### src/rtl/pc_branch_unit.sv
// rtl/pc_branch_unit.sv - PC tracking and taken-branch redirect for the IF/ID/EX pipeline
// Redirect resolves in EX, squashes the two younger instructions and emits the BL link write.
module pc_branch_unit #(
  parameter logic [31:0] RESET_VECTOR = 32'h0000_0000,
  parameter int unsigned PC_AHEAD     = 8
) (
  input  logic        clk,
  input  logic        rst,
  input  logic        stall,
  input  logic        branch_taken,
  input  logic        branch_link,
  input  logic [31:0] InmShifter,
  output logic [31:0] pc_if,
  output logic [31:0] pc_id,
  output logic [31:0] pc_ex,
  output logic        valid_id,
  output logic        valid_ex,
  output logic        flush,
  output logic        lr_we,
  output logic [31:0] lr_data
);

  localparam logic [31:0] PC_AHEAD_W = 32'(PC_AHEAD);

  logic [31:0] pc_if_q, pc_if_d;
  logic [31:0] pc_id_q, pc_id_d;
  logic [31:0] pc_ex_q, pc_ex_d;
  logic        valid_id_q, valid_id_d;
  logic        valid_ex_q, valid_ex_d;
  logic        flush_q, flush_d;
  logic        lr_we_q, lr_we_d;
  logic [31:0] lr_data_q, lr_data_d;

  logic        redirect;
  logic [31:0] target;

  // Only a correct-path instruction in EX may redirect; bubbles and squashed slots are inert.
  assign redirect = branch_taken & valid_ex_q;
  assign target   = (pc_ex_q + PC_AHEAD_W + InmShifter) & ~32'h3;

  always_comb begin
    pc_if_d    = pc_if_q;
    pc_id_d    = pc_id_q;
    pc_ex_d    = pc_ex_q;
    valid_id_d = valid_id_q;
    valid_ex_d = valid_ex_q;
    flush_d    = 1'b0;
    lr_we_d    = 1'b0;
    lr_data_d  = lr_data_q;

    if (redirect) begin
      pc_if_d    = target;
      valid_id_d = 1'b0;
      valid_ex_d = 1'b0;
      flush_d    = 1'b1;
      lr_we_d    = branch_link;
      lr_data_d  = pc_ex_q + 32'd4;
    end else if (stall) begin
      // IF/ID hold while EX receives a bubble.
      pc_ex_d    = pc_id_q;
      valid_ex_d = 1'b0;
    end else begin
      pc_if_d    = pc_if_q + 32'd4;
      pc_id_d    = pc_if_q;
      valid_id_d = 1'b1;
      pc_ex_d    = pc_id_q;
      valid_ex_d = valid_id_q;
    end
  end

  always_ff @(posedge clk) begin
    if (rst) begin
      pc_if_q    <= RESET_VECTOR;
      pc_id_q    <= 32'h0;
      pc_ex_q    <= 32'h0;
      valid_id_q <= 1'b0;
      valid_ex_q <= 1'b0;
      flush_q    <= 1'b0;
      lr_we_q    <= 1'b0;
      lr_data_q  <= 32'h0;
    end else begin
      pc_if_q    <= pc_if_d;
      pc_id_q    <= pc_id_d;
      pc_ex_q    <= pc_ex_d;
      valid_id_q <= valid_id_d;
      valid_ex_q <= valid_ex_d;
      flush_q    <= flush_d;
      lr_we_q    <= lr_we_d;
      lr_data_q  <= lr_data_d;
    end
  end

  assign pc_if    = pc_if_q;
  assign pc_id    = pc_id_q;
  assign pc_ex    = pc_ex_q;
  assign valid_id = valid_id_q;
  assign valid_ex = valid_ex_q;
  assign flush    = flush_q;
  assign lr_we    = lr_we_q;
  assign lr_data  = lr_data_q;

endmodule

### config.mk
export PLATFORM = sky130hd
export DESIGN_NAME = pc_branch_unit
export DESIGN_NICKNAME = d
export VERILOG_FILES = /design/src/rtl/pc_branch_unit.sv
export SDC_FILE = /design/constraint.sdc
export NUM_CORES = 1
export LEC_CHECK = 0
export CORE_ASPECT_RATIO = 1.25
export CORE_UTILIZATION = 46
export DETAILED_ROUTE_END_ITERATION = 8
export GPL_ROUTABILITY_DRIVEN = 0
export PLACE_DENSITY = 0.77
export SETUP_SLACK_MARGIN = 0.02
export SLEW_MARGIN = 15
export SYNTH_ARGS = -nofsm -noshare
export SYNTH_HDL_FRONTEND = slang
export SYNTH_SLANG_ARGS = --single-unit
### constraint.sdc
create_clock -name clk -period 2.65 [get_ports clk]
set_input_delay 0.53 -clock clk [delete_from_list [all_inputs] [get_ports clk]]
set_output_delay 0.53 -clock clk [all_outputs]
set_load 0.01 [all_outputs]
==> flow_summary_export.csv, run 1 <==
group,metric,value,unit
sta,fin_skew,7.75,ps
setup_path,r2r_setup_slack,60,ps
sta,grt_setup_unrepaired,"yes",
floorplanning,start_util,47.0,%
synthesis,yosys.area_share.simple,23.3,%
synthesis,synth_fa_ha_area_share,10.4,%
synthesis,async_flop_share,0,%
setup_path,required,2990,ps
sta,tightest_slew,701,ps
sta,finalSetupViolCount,0,
detailed_routing,wl_per_cell,17.7,µm
sta,finalHoldViolations,0,
floorplanning,io_pins,169,
synthesis,ys_ff_latch,124,
status,outcome,"complete, no violations",
power,comb_power_share,11.8,%
detailed_routing,first_pass_iters,6,
power,finalPower,5000,µW
clocking,clk_pin_slew,60,ps
power,p_leak,0.00424,µW
synthesis,synthCells,920,
sta,slew_headroom,53.2,%
power,cellPowerDensity,453,nW/µm²
setup_path,critical_path_class,"in -> reg",
min_path,hp-class,"reg -> reg",
clocking,cts_tree,"built",
synthesis,synth_edf_count,0,
power,peakVddDrop,449,µV
synthesis,synth_compound_area_share,19.3,%
synthesis,ys_seq_area_share,33.9,%
sta,fmax,0.379,GHz
setup_path,start_kind,"primary input",
global_route,grt_start_max_net_pins,63,
global_route,grt_use_met3,5.09,%
sta,finalCritPeriodShare,99.5,%
synthesis,syn_avg_cell_area,7.95,µm²
layout,syn_to_final_growth,50.7,%
detailed_routing,wl,24.7,mm
clocking,cts.sinks,124,
clocking,ctsLongestPathBuffers,2,
layout,final_common_cell,"nand2_1",
power,pwr-share-seq,39.0,%
sta,period_minus_slack,2640,ps
place,placed_area,9940,µm²
floorplanning,coreArea,15600,µm²
run,cap_viol_max_count,0,
synthesis,synthFlopType,"dfxtp_1",
layout,num_antenna_cells,0,
detailed_routing,drc,0,
synthesis,yosys_warnings,0,
synthesis,syn_area,7320,µm²
min_path,hp-start,"lr_data[3]$_SDFFE_PP0P_",
setup_path,critPathMaxFanout,5,
power,clkPwrFrac,49.2,%
detailed_routing,avgViaCountPerCell,5.60,
place,dp_hpwl,17.6,mm
setup_path,end_kind,"register",
layout,stdcell_area,11000,µm²
floorplanning,row_count,51,
synthesis,synth-xor-area-share,8.26,%
detailed_routing,vias,7807,
layout,fin_cells,1393,
clocking,cts_max_level,4,
layout,fin_nets,1265,
clocking,holdBufCountCts,0,
global_route,grt_pass1_wl,36.4,mm
sta,layout_setup_ws,14.4,ps
global_route,gr-total-overflow,0,
synthesis,synthMuxAreaShare,0.410,%
detailed_routing,dr.first_iter.drc_count,599,
layout,mostFrequentLayoutCells,"nand2_1 (171), clkdlybuf4s50_1 (144), dfxtp_1 (123), buf_4 (123), a21oi_1 (79)",
place,place.detailed.instances,1356,
clocking,cts_root_buffer,"clkbuf_16",
synthesis,synth_top_family_by_area,"simple AND/OR/NAND/NOR gates",
global_route,grt_usage,29.1,%
floorplanning,dieArea,16400,µm²
clocking,numCtsBuffers,17,
global_route,met1_usage,37.5,%
power,swShare,23.7,%
layout,drive_above_1_share,20.5,%
power,internal-power,3810,µW
clocking,clk_latency,410,ps
global_route,grt_use_met2,47.5,%
power,p_sw,1190,µW
floorplanning,fp.dieH,143,µm
sta,slew_viol_final,0,
setup_path,critPathLaunch,"InmShifter[8]",
setup_path,crit-reg2reg-launch,"pc_ex[3]$_SDFFE_PP0N_",
synthesis,synth_cell_types,65,
place,io_buffers,158,
setup_path,arrival,2980,ps
global_route,grt-busiest-layer,"met2",
global_route,grt_pass1_vias,7112,
place,dp_worst_setup_slack,-604,ps
global_route,antenna_found_initial,1,
floorplanning,dieWidth,115,µm
detailed_routing,ant_nets,0,
[cells in the mapped netlist (18+ instances only)]
cell type	instances	area (µm²)
xnor2_1	32	280
inv_1	18	67.6
nor3_1	18	90.1
nand2_1	171	642
o21ai_0	24	120
a211oi_1	35	263
clkbuf_1	48	180
ha_1	59	738
xor2_1	37	324
nor2_1	74	278
a21oi_1	91	455
nand3_1	31	155
and3_1	18	113
dfxtp_1	124	2480
[area by class of cell]
| class | count | area (µm²) |
|---|---|---|
| clock inverter | 11 | 166 |
| inverter | 18 | 72.6 |
| fill | 1208 | 4540 |
| clock buffer | 21 | 460 |
| sequential | 124 | 2480 |
| multi-input combinational | 725 | 5040 |
| tap | 212 | 265 |
| timing repair buffer | 282 | 2540 |
[stage by stage]
step | hold WS, ps | setup TNS (ps) | util (%)
floorplan | 481 | 0 | -
global placement | 436 | -9220 | 63.8
detailed placement | 456 | -10080 | 63.8
CTS | 463 | 0 | 69.4
global route | 476 | -175 | 70.8
finish | 459 | 0 | 70.8
[critical path: stages]
cell             delay (ps)
clkdlybuf4s50_1         450
ha_2                    220
ha_4                    290
and3_4                  190
o211a_4                 160
nand2_4                  60
a2111oi_4               360
o2111ai_2               190
a2111o_1                450
o211ai_2                 60
[final timing paths]
check | cells past startpoint | end
worst max-delay path | 10 | pc_if[27]$_SDFFE_PP0P_
worst min-delay path | 2 | lr_data[3]$_SDFFE_PP0P_
worst max register to register | 14 | pc_if[31]$_SDFFE_PP0P_
worst min register to register | 2 | lr_data[3]$_SDFFE_PP0P_
[flip-flops by register name, indices dropped and copies added, names as in the netlist]
signal / count
valid_ex: 1
valid_id: 1
pc_if: 30
lr_we: 1
pc_id: 30
lr_data: 30
flush: 1
pc_ex: 30
[cells by family after synthesis]
group,after synthesis
muxes,3
and+or+nand+nor,371
other,1
AOI/OAI and AO/OA,214
DFF,124
buffers and inverters,78
adders and majority gates,60
xor gates and xnor gates,69
[power by group through the flow]
stage / combinational [µW] / clock (µW) / sequential (µW)
after detailed placement: 541 / 0 / 1990
final: 592 / 2460 / 1950
after global routing: 637 / 2560 / 1950
after CTS: 566 / 2470 / 1950
after global placement: 531 / 0 / 1980
after floorplan: 270 / 0 / 2000
[routing by layer]
metal  part of all wire [%]  up-vias
li1                       -     3734
met1                     41     3666
met2                     47      344
met3                    7.5       61
met4                    3.7        2
met5                  0.053        -
[repair_timing]
action	4_1_cts	5_1_grt
cloned	0	0
pin swaps	24	28
gates resized for setup	34	38
endpoints found under the setup margin	15	13
setup buffers	1	4
Power figures use the tool's default switching activity.
==> inputs of run 2 (changes only) <==
CAP_MARGIN = 20   (was not set)
CTS_CLUSTER_DIAMETER = 50   (was not set)
SKIP_CTS_REPAIR_TIMING = 1   (was not set)
==> run 2 against run 1 <==
  * Non-clock buffer count is the same
  * Combinational power grew 3%
  * Wire length grew 0.49%
  * Clock skew is essentially flat
  * Design area grew 1.7%
  * Clock power is essentially flat
  * Global-route usage shrank 0.37 points
  * Critical endpoint unchanged
==> flow_summary_export.csv, run 2 (same netlist as run 1, synthesis figures left out) <==
group,metric,value,unit
floorplanning,dieWidth,115,µm
clocking,clk_latency,410,ps
setup_path,critPathTopFamily,"compound AO/OA/AOI/OAI gates",
clocking,cts_max_level,4,
setup_path,path_cells,"clkdlybuf4s50_1 > ha_4 > fa_2 > a21oi_4 > o211ai_4 > nand2_4 > a2111oi_4 > o2111ai_2 > a2111o_1 > o211ai_2",
floorplanning,row_count,51,
setup_path,slowest_delay,450,ps
detailed_routing,ant_nets,0,
detailed_routing,dr.first_iter.drc_count,526,
clocking,cts_root_buffer,"clkbuf_16",
sta,grt_setup_unrepaired,"yes",
setup_path,required,2990,ps
clocking,cts.sinks,124,
layout,fillers,1180,
floorplanning,start_util,47.0,%
layout,syn_to_final_growth,53.2,%
floorplanning,io_pins,169,
global_route,grt_pass1_wl,36.0,mm
clocking,numCtsBuffers,17,
min_path,hp-class,"reg -> reg",
setup_path,arrival,2960,ps
floorplanning,coreArea,15600,µm²
setup_path,cpMaxStageDelayCell,"clkdlybuf4s50_1",
setup_path,end_kind,"register",
sta,finalSetupViolCount,0,
detailed_routing,first_pass_iters,5,
run,cap_viol_max_count,0,
clocking,clk_pin_slew,60,ps
layout,final_common_cell,"nand2_1",
setup_path,critPathMaxFanout,3,
floorplanning,dieArea,16400,µm²
sta,tightest_slew,698,ps
sta,hold-worst-slack,459,ps
layout,drive_above_1_share,21.5,%
detailed_routing,wl_per_cell,17.8,µm
place,io_buffers,158,
power,p_leak,0.00427,µW
setup_path,start_kind,"primary input",
detailed_routing,avgViaCountPerCell,5.63,
power,finalPower,5020,µW
layout,multi_input_area,5220,µm²
sta,slew_headroom,53.4,%
setup_path,crit_buf_inv,1,
layout,fin_nets,1265,
sta,finalCritPeriodShare,99.0,%
sta,period_minus_slack,2620,ps
setup_path,critical_path_class,"in -> reg",
global_route,gr-total-overflow,0,
detailed_routing,vias,7842,
global_route,grt_usage,28.7,%
clocking,ctsLongestPathBuffers,2,
detailed_routing,drc,0,
place,place.detailed.instances,1356,
sta,finalHoldViolations,0,
global_route,grt_start_max_net_pins,63,
layout,num_antenna_cells,0,
status,outcome,"complete, no violations",
sta,fin_skew,8.09,ps
floorplanning,fp.dieH,143,µm
layout,mostFrequentLayoutCells,"nand2_1 (169), clkdlybuf4s50_1 (144), buf_4 (124), dfxtp_1 (123), a21oi_1 (80)",
sta,fmax,0.381,GHz
layout,fin_cells,1393,
clocking,cts_tree,"built",
global_route,antenna_found_initial,1,
layout,seq_area,2480,µm²
power,peakVddDrop,450,µV
power,cellPowerDensity,448,nW/µm²
sta,slew_viol_final,0,
global_route,grt_pass1_vias,7047,
place,dp_hpwl,17.6,mm
detailed_routing,wl,24.8,mm
[run 2: cell count changes in the layout (fill, tap and decap cells not counted), moves of 6 or more]
cell	previous run	this run
ha_4	28	42
dlymetal6s2s_1	7	13
ha_1	27	14
dlygate4sd2_1	6	0
[run 2: per-stage QoR]
stage / worst slack [ps] / utilization (%) / cell area, µm² / TNS (ps)
3_3_place_gp: -567 / 63.8 / 9940 / -9220
6_report: 27.5 / 72.0 / 11200 / 0
3_5_place_dp: -604 / 63.8 / 9940 / -10080
2_1_floorplan: 20.8 / - / 7440 / 0
5_1_grt: -45.3 / 72.0 / 11200 / -133
4_1_cts: -185 / 67.9 / 10600 / -806
[run 2: final timing paths]
check | endpoint | cells after the start | slack [ps] | startpoint
worst max register to register | pc_if[27]$_SDFFE_PP0P_ | 9 | 70 | pc_ex[14]$_SDFFE_PP0N_
worst min register to register | lr_data[3]$_SDFFE_PP0P_ | 2 | 460 | lr_data[3]$_SDFFE_PP0P_
worst min-delay path | lr_data[3]$_SDFFE_PP0P_ | 2 | 460 | lr_data[3]$_SDFFE_PP0P_
worst max-delay path | pc_if[27]$_SDFFE_PP0P_ | 10 | 30 | InmShifter[4]
[run 2: layer usage]
metal | track usage (%) | routed length [µm] | share of wire [%]
met3 | 4.63 | 1610 | 6.5
met5 | 0 | 10 | 0.040
met1 | 37.2 | 10400 | 42
met4 | 12.2 | 909 | 3.7
met2 | 47.3 | 11900 | 48
[run 2: final cells by class]
cell class | count | share of cell area, %
clock buffers | 21 | 4.11
inverters | 18 | 0.602
flip-flops and latches | 124 | 22.1
repair buffers | 282 | 22.8
multi-input cells | 725 | 46.5
clock inverters | 11 | 1.48
well taps | 212 | 2.37
[run 2: worst reg2reg max path, cell delays in order, from the launching register on]
cell,delay (ps)
dfxtp_1,470
ha_4,260
ha_4,280
and3_4,200
o211a_4,160
nand2_4,70
a2111oi_4,440
o2111ai_2,170
a2111o_1,410
o211ai_2,60
[run 2: power by group]
part | internal (µW) | switching (µW)
combinational | 301 | 309
sequential | 1910 | 44.2
clock | 1620 | 843
